==> src/rtl/hpdcache_rr_arb_lock.sv <==
// rtl/hpdcache_rr_arb_lock.sv - round-robin arbiter with grant locking under back-pressure
//
// Arbitrates NREQ valid/ready requesters onto one shared valid/ready channel.
// Produces a one-hot grant (mux select), its binary index and per-requester
// ready. A grant offered but not accepted is held (locked) until the transfer
// completes, so the downstream channel sees a stable payload.
//
// Ports:
//   clk_i        clock, all state updates on the rising edge
//   rst_i        synchronous active-high reset
//   req_valid_i  [NREQ]       per-requester valid
//   req_ready_o  [NREQ]       per-requester ready (grant & out_ready_i)
//   gnt_o        [NREQ]       one-hot grant, zero when nothing is offered
//   gnt_idx_o    [NREQ_LOG2]  binary index of the grant, zero when gnt_o is zero
//   out_valid_o               shared channel valid
//   out_ready_i               shared channel ready
//
// Configuration macro:
//   HPDCACHE_RR_ARB_FIXED_PRIO_EN  when defined, the round-robin pointer is
//   removed and arbitration is fixed priority (lowest index wins); locking is
//   unchanged.

module hpdcache_rr_arb_lock #(
    parameter int unsigned NREQ      = 4,
    localparam int unsigned NREQ_LOG2 = (NREQ > 1) ? $clog2(NREQ) : 1
) (
    input  logic                 clk_i,
    input  logic                 rst_i,
    input  logic [NREQ-1:0]      req_valid_i,
    output logic [NREQ-1:0]      req_ready_o,
    output logic [NREQ-1:0]      gnt_o,
    output logic [NREQ_LOG2-1:0] gnt_idx_o,
    output logic                 out_valid_o,
    input  logic                 out_ready_i
);

    localparam logic [NREQ_LOG2:0]   NREQ_EXT = (NREQ_LOG2 + 1)'(NREQ);
    localparam logic [NREQ_LOG2-1:0] LAST_IDX = NREQ_LOG2'(NREQ - 1);

    logic [NREQ_LOG2-1:0] ptr;
    logic                 lock_q;
    logic [NREQ_LOG2-1:0] lock_idx_q;

    // Free-running arbitration result (used when not locked)
    logic [NREQ-1:0]      free_gnt;
    logic [NREQ_LOG2-1:0] free_idx;
    logic                 free_found;
    logic [NREQ_LOG2:0]   scan_pos;

    logic transfer;
    logic stall;

    // Rotating priority scan starting at ptr. The candidate index is formed
    // one bit wider than the pointer so the wrap against NREQ is an explicit
    // compare, which is required for non-power-of-2 NREQ.
    always_comb begin
        free_gnt   = '0;
        free_idx   = '0;
        free_found = 1'b0;
        scan_pos   = '0;
        for (int k = 0; k < NREQ; k++) begin
            scan_pos = {1'b0, ptr} + (NREQ_LOG2 + 1)'(k);
            if (scan_pos >= NREQ_EXT) begin
                scan_pos = scan_pos - NREQ_EXT;
            end
            if (!free_found && req_valid_i[scan_pos[NREQ_LOG2-1:0]]) begin
                free_found = 1'b1;
                free_idx   = scan_pos[NREQ_LOG2-1:0];
                free_gnt   = NREQ'(1) << scan_pos[NREQ_LOG2-1:0];
            end
        end
    end

    // While locked the grant stays on the locked requester even if it drops
    // its valid (protocol violation); out_valid_o then falls so nothing
    // transfers and the lock is released on the next edge.
    always_comb begin
        if (lock_q) begin
            gnt_o       = NREQ'(1) << lock_idx_q;
            gnt_idx_o   = lock_idx_q;
            out_valid_o = req_valid_i[lock_idx_q];
        end else begin
            gnt_o       = free_gnt;
            gnt_idx_o   = free_idx;
            out_valid_o = |req_valid_i;
        end
    end

    assign req_ready_o = gnt_o & {NREQ{out_ready_i}};

    assign transfer = out_valid_o & out_ready_i;
    assign stall    = out_valid_o & ~out_ready_i;

`ifdef HPDCACHE_RR_ARB_FIXED_PRIO_EN
    assign ptr = '0;
`else
    logic [NREQ_LOG2-1:0] ptr_q;
    logic [NREQ_LOG2-1:0] ptr_next;

    // Next start index is the one just past the winner, wrapping at NREQ-1.
    assign ptr_next = (gnt_idx_o == LAST_IDX) ? '0 : gnt_idx_o + 1'b1;
    assign ptr      = ptr_q;

    always_ff @(posedge clk_i) begin
        if (rst_i) begin
            ptr_q <= '0;
        end else if (transfer) begin
            ptr_q <= ptr_next;
        end
    end
`endif

    always_ff @(posedge clk_i) begin
        if (rst_i) begin
            lock_q     <= 1'b0;
            lock_idx_q <= '0;
        end else if (transfer) begin
            lock_q <= 1'b0;
        end else if (stall) begin
            lock_q     <= 1'b1;
            lock_idx_q <= gnt_idx_o;
        end else if (lock_q) begin
            // Locked requester withdrew its valid: release without moving ptr.
            lock_q <= 1'b0;
        end
    end

endmodule

==> config.mk <==
export PLATFORM = sky130hd
export DESIGN_NAME = hpdcache_rr_arb_lock
export DESIGN_NICKNAME = d
export VERILOG_FILES = /design/src/rtl/hpdcache_rr_arb_lock.sv
export SDC_FILE = /design/constraint.sdc
export NUM_CORES = 1
export LEC_CHECK = 0
export CAP_MARGIN = 10
export CORE_MARGIN = 3
export CORE_UTILIZATION = 56
export CTS_BUF_LIST = sky130_fd_sc_hd__clkbuf_8
export DETAILED_ROUTE_END_ITERATION = 6
export PLACE_DENSITY = 0.93
export SYNTH_ARGS = -nofsm -noshare
export SYNTH_HDL_FRONTEND = slang
export SYNTH_SLANG_ARGS = --single-unit
==> constraint.sdc <==
create_clock -name clk_i -period 6.6 [get_ports clk_i]
set_input_delay 0.66 -clock clk_i [delete_from_list [all_inputs] [get_ports clk_i]]
set_output_delay 0.66 -clock clk_i [all_outputs]
set_load 0.02 [all_outputs]
## Yosys cells after proc, flatten, opt, wreduce, memory -nomap -nowiden

Index checks and enable logic that the tools add are counted.

| storage, ports and cells | value |
|---|---|
| input bits | 7 |
| bits in writable memories | 0 |
| output and inout port bits | 11 |
| ROM bits | 0 |
| bits in latches | 0 |
| bits in registers | 5 |
| memories kept | 0 |

| cells by class | value |
|---|---|
| multipliers | 0 |
| add/subtract/negate cells | 8 |
| bitwise gates (word level) | 5 |
| reduce and logical (&&, ||, !) cells | 9 |
| eq/ne operators | 1 |
| divide/modulo/power cells | 0 |
| multiplexer cells | 30 |
| order comparisons | 9 |
| shift-type cells | 5 |

Operators with widths:

| operator | number |
|---|---|
| 2-bit 2-to-1 mux | 10 |
| 4-bit 2-to-1 mux | 5 |
| 1-bit by 2-bit left shift with 4-bit output (first input constant) | 5 |
| 2-bit by 3-bit < comparator with 1-bit output (second input constant) | 5 |
| 1-bit binary-select mux with 2-bit select | 5 |
| 1-bit 2-to-1 mux | 10 |
| 3-bit greater-or-equal comparator (second input constant) | 3 |
| 2-bit by 1-bit subtractor with 2-bit output (second input constant) | 4 |
| 2-bit by 2-bit adder with 3-bit output (second input constant) | 2 |
| 4-bit bitwise AND | 1 |
| 4-bit OR reduction | 1 |
| 2-bit by 1-bit adder with 3-bit output (second input constant) | 1 |
| 2-bit by 3-bit greater-or-equal comparator with 1-bit output (second input constant) | 1 |
| 1-bit logical AND | 3 |
| 1-bit zero test | 3 |
| 2-bit by 1-bit adder with 2-bit output (second input constant) | 1 |
| 1-bit bitwise AND | 2 |
| 2-bit == test (second input constant) | 1 |
| 1-bit NOT | 2 |
| 2-bit AND reduction | 1 |
| 2-bit OR reduction | 1 |

## Logic depth before layout (Yosys ltp)

| depth | value |
|---|---|
| word-level depth | 17 |
| depth in mapped cells | 12 |
| gate-level depth less buffers | 10 |

## Least setup slack after synthesis

OpenSTA, ideal clock, no wires.

| timing path | value |
|---|---|
| path type | register to output |
| start point | register ptr_q[0] (netlist: ptr[0]) |
| end point | output req_ready_o[2] |
| arrival time | 2.783 ns |
| path buffers | 2 |
| cell stages (with the launch flop) | 10 |
| path slack | 3.157 ns |
| cells stage by stage | dfxtp_1 > buf_2 > inv_1 > ha_1 > buf_6 > mux4_2 > nor2b_4 > a221oi_1 > or3_4 > a221oi_2 |

| between the ends | value |
|---|---|
| word-level cells in the longest chain between the ends | 16 |
| elaborated cells on any way between the ends | 42 |

Ends and longest elaborated chain:

| item | line | text |
|---|---|---|
| from (decl) | 97 | `logic [NREQ_LOG2-1:0] ptr_q;` |
| from (signal assigned) | 108 | `ptr_q <= ptr_next;` |
| branches (longest 13 deep; another with 2-bit by 1-bit adder with 3-bit output) | -- |  |
| 4-bit 2-to-1 mux * | 66 | `if (!free_found && req_valid_i[scan_pos[NREQ_LOG2-1:0]]) begin` |
| 4-bit 2-to-1 mux * | 78 | `if (lock_q) begin` |
| 4-bit bitwise AND * | 89 | `assign req_ready_o = gnt_o & {NREQ{out_ready_i}};` |
| to (decl) | 30 | `output logic [NREQ-1:0] req_ready_o,` |

Every way passes the cells marked *. The select of a mux whose other input is x is not followed.

## Worst setup path in the final report

| timing path | value |
|---|---|
| start point | register ptr_q[0] (netlist: ptr[0]) |
| end point | output req_ready_o[3] |

Same word-level chain as after synthesis.

==> results.toml <==
[outcome]
outcome = "finished clean"

[cts]
cts.repair.resized = 0
tritoncts = "yes"
cts_hold_buffers = 0
clock_latency_ns = 0.22
cts_buffers = 3
clk_pin_slew_ns = 0.04
clock-root-buffer = "clkbuf_8"
cts_max_level = 1
clock-sinks = 5
cts.path.max_buffers = 2
post_cts_buffers = 0

[global_routing]
grt_pass1_wl_um = 3520
antenna_found_initial = 0
grt_pass1_vias = 787
overflow = 0
grt_max_degree = 16
grt_use_total = 0.231

[route]
routed_wl_um = 2170
drt_iter0_drc = 32
viasPerCell = 6.65
drc = 0
dr.pass1.iters = 4
post_drt_wl_per_cell_um = 16.7
num_vias = 864
ant_nets = 0

[worst_setup_path]
crit_arrival_ns = 3.77
reg2reg_slack_ns = 3.42
path_max_fanout = 15
cp-end-kind = "primary output"
crit_type = "reg -> out"
rr_startpoint = "ptr[0]"
start_kind = "flip-flop"
cp.required_ns = 5.94
rr_endpoint = "ptr[1]"
r2r_cells = 9
cp_slowest_cell = "dfxtp_1"
crit_chain = "inv_1, ha_1, mux4_2, nor2b_4, a221oi_1, or3_1, a221oi_2, clkdlybuf4s50_1"
slowest_delay_ns = 0.66

[finish]
final_cells = 130
drive_gt1_frac = 0.122
finalNetCount = 130
fill_cells = 102
area_growth_pct = 20.8
final_cell_area_mm2 = 0.00102
diodes = 0

[logic_synthesis]
synth_ff_type = "dfxtp_1"
synth_area_per_cell_um2 = 8.34
yosysTopAreaCellShare = 0.119
ys_top_cells_by_area = "dfxtp_1, ha_1, mux2i_1"
synth_compound_area_frac = 0.294
synth.cell_area_um2 = 842
syn_inst = 101
synth_seq_area_share = 0.119
ys_warn_count = 0
async_flop_share = 0
synthMuxAreaShare = 0.169
synth_top_area_cell = "dfxtp_1"
synth_top_family_by_area = "compound AO/OA/AOI/OAI gates"
yosys_register_bits = 5
synth_edf_count = 0
synth_cell_types = 37
synth-xor-area-share = 0
synthSimpleGateAreaFrac = 0.217
synth-adder-area-share = 0.104
synth_nets = 115

[floorplanning]
core_mm2 = 0.00135
die_h_um = 44.8
dieWidth_um = 44.8
rows = 13
initial_core_util = 0.624
dieArea_mm2 = 0.00200
io_pins = 18

[place]
dp.cells = 126
portBuffers = 17
hpwl_um = 1580
place_area_um2 = 972
gp_congestion = 0.889

[sta]
setup_viol = 0
period_share = 0.671
min_period_ns = 4.43
timing.final.hold_violations = 0
skew_ns = 0.00396
rsz0062_at_grt = "false"
slew_violations = 0
fmax_mhz = 226
tns_ns = 0
slew_headroom = 0.635
worstMarginPinSlew_ns = 0.547

[power]
total_leakage_power_nw = 0.386
powerDensity_mw_per_mm2 = 330
ir_drop_v = 0.000215

[hold_path]
hold_path_end = "lock_idx_q[1]"
min_path_type = "reg -> reg"
hold_depth = 2
hp-start = "lock_idx_q[1]"

[flow_run]
drv_cap = 0
==> report_power, final <==
group / internal, W / switching, W / leakage [nW]
Clock: 0.0000400 / 0.0000168 / 0.0269
Combinational: 0.000109 / 0.000119 / 0.318
Sequential: 0.0000358 / 0.0000152 / 0.0413
==> sequential cells by signal, summed over array words and instances, names as in the netlist <==
signal and cells:
ptr 2, lock_q 1, lock_idx_q 2
==> logic make-up (layout without fill, tap and decap cells) <==
| group | after synthesis | count (layout) |
|---|---|---|
| simple gates | 34 | 34 |
| compound gates | 32 | 32 |
| buf+inv | 13 | 27 |
| flops | 5 | 5 |
| mux | 10 | 10 |
| fa+ha+maj | 7 | 7 |
==> per-stage QoR <==
step	setup slack [ns]	util	hold slack [ns]	total power (W)
finish	2.17	0.753	0.559	0.000335
global placement	2.50	0.720	0.543	0.000268
floorplan	3.16	-	0.513	0.000212
detailed placement	2.42	0.720	0.546	0.000276
global route	1.92	0.753	0.602	0.000355
CTS	2.18	0.753	0.551	0.000334
==> layout make-up <==
class	instances	area, um^2	share of cell area
Multi-Input combinational cell	83	661	0.649
Inverter	6	22.5	0.0221
Clock inverter	1	3.75	0.00369
Tap cell	15	18.8	0.0185
Sequential cell	5	100	0.0984
Clock buffer	3	41.3	0.0406
Timing Repair Buffer	17	170	0.167
==> Yosys cell counts, drive strengths merged (2+ instances only) <==
master    n
mux2i     6
a21oi     9
a221oi    7
a22oi     3
nand2     8
ha        7
nor3      2
nand3b    2
buf       4
nor4      2
nor3b     3
mux4      3
a2bb2oi   2
o22ai     2
clkbuf    3
or3       2
dfxtp     5
inv       6
o21ai     2
nor2     11
==> worst max-delay path: cells and delay by family (launching register included) <==
| kind | cells | cell delay (ns) |
|---|---|---|
| AO/OA/AOI/OAI | 2 | 0.35 |
| adder cells (fa/ha/maj) | 1 | 0.49 |
| buffers and inverters | 2 | 0.82 |
| flip-flops | 1 | 0.66 |
| multiplexers | 1 | 0.63 |
| AND/OR/NAND/NOR | 2 | 0.60 |
==> worst max path at each step <==
stage | startpoint | end | slack, ns | depth (start not counted)
after floorplan | ptr[0] | req_ready_o[2] | 3.16 | 9
after global placement | ptr[0] | req_ready_o[3] | 2.50 | 8
after detailed placement | ptr[0] | req_ready_o[3] | 2.42 | 8
after CTS | ptr[0] | req_ready_o[3] | 2.18 | 8
after global routing | ptr[0] | req_ready_o[3] | 1.92 | 8
final | ptr[0] | req_ready_o[3] | 2.17 | 8
==> per-layer routing <==
metal	routed length, um	global-route usage	share of wire	vias up
met1	954	0.293	0.44	424
met4	0	0.0760	0	0
met3	47	0.0159	0.022	0
met2	1170	0.413	0.54	28
met5	0	0	0	-
li1	-	-	-	412
==> cell usage in the layout (no fill, tap or decap), types with 2 or more instances in the layout <==
| master | synthesis | final |
|---|---|---|
| a21oi_1 | 9 | 9 |
| a22oi_1 | 3 | 3 |
| nand3b_1 | 2 | 2 |
| ha_1 | 7 | 7 |
| o22ai_1 | 2 | 2 |
| clkdlybuf4s50_1 | 0 | 17 |
| a221oi_1 | 4 | 4 |
| clkbuf_8 | 2 | 3 |
| mux2i_1 | 6 | 6 |
| nor2_1 | 11 | 11 |
| nor3_1 | 2 | 2 |
| a2bb2oi_1 | 2 | 2 |
| dfxtp_1 | 5 | 5 |
| o21ai_0 | 2 | 2 |
| mux4_2 | 2 | 2 |
| inv_1 | 6 | 7 |
| nand2_1 | 8 | 8 |
| nor4_1 | 2 | 2 |
| nor3b_1 | 3 | 3 |
| a221oi_2 | 3 | 3 |
No activity file was read; power rests on OpenSTA's default activity.
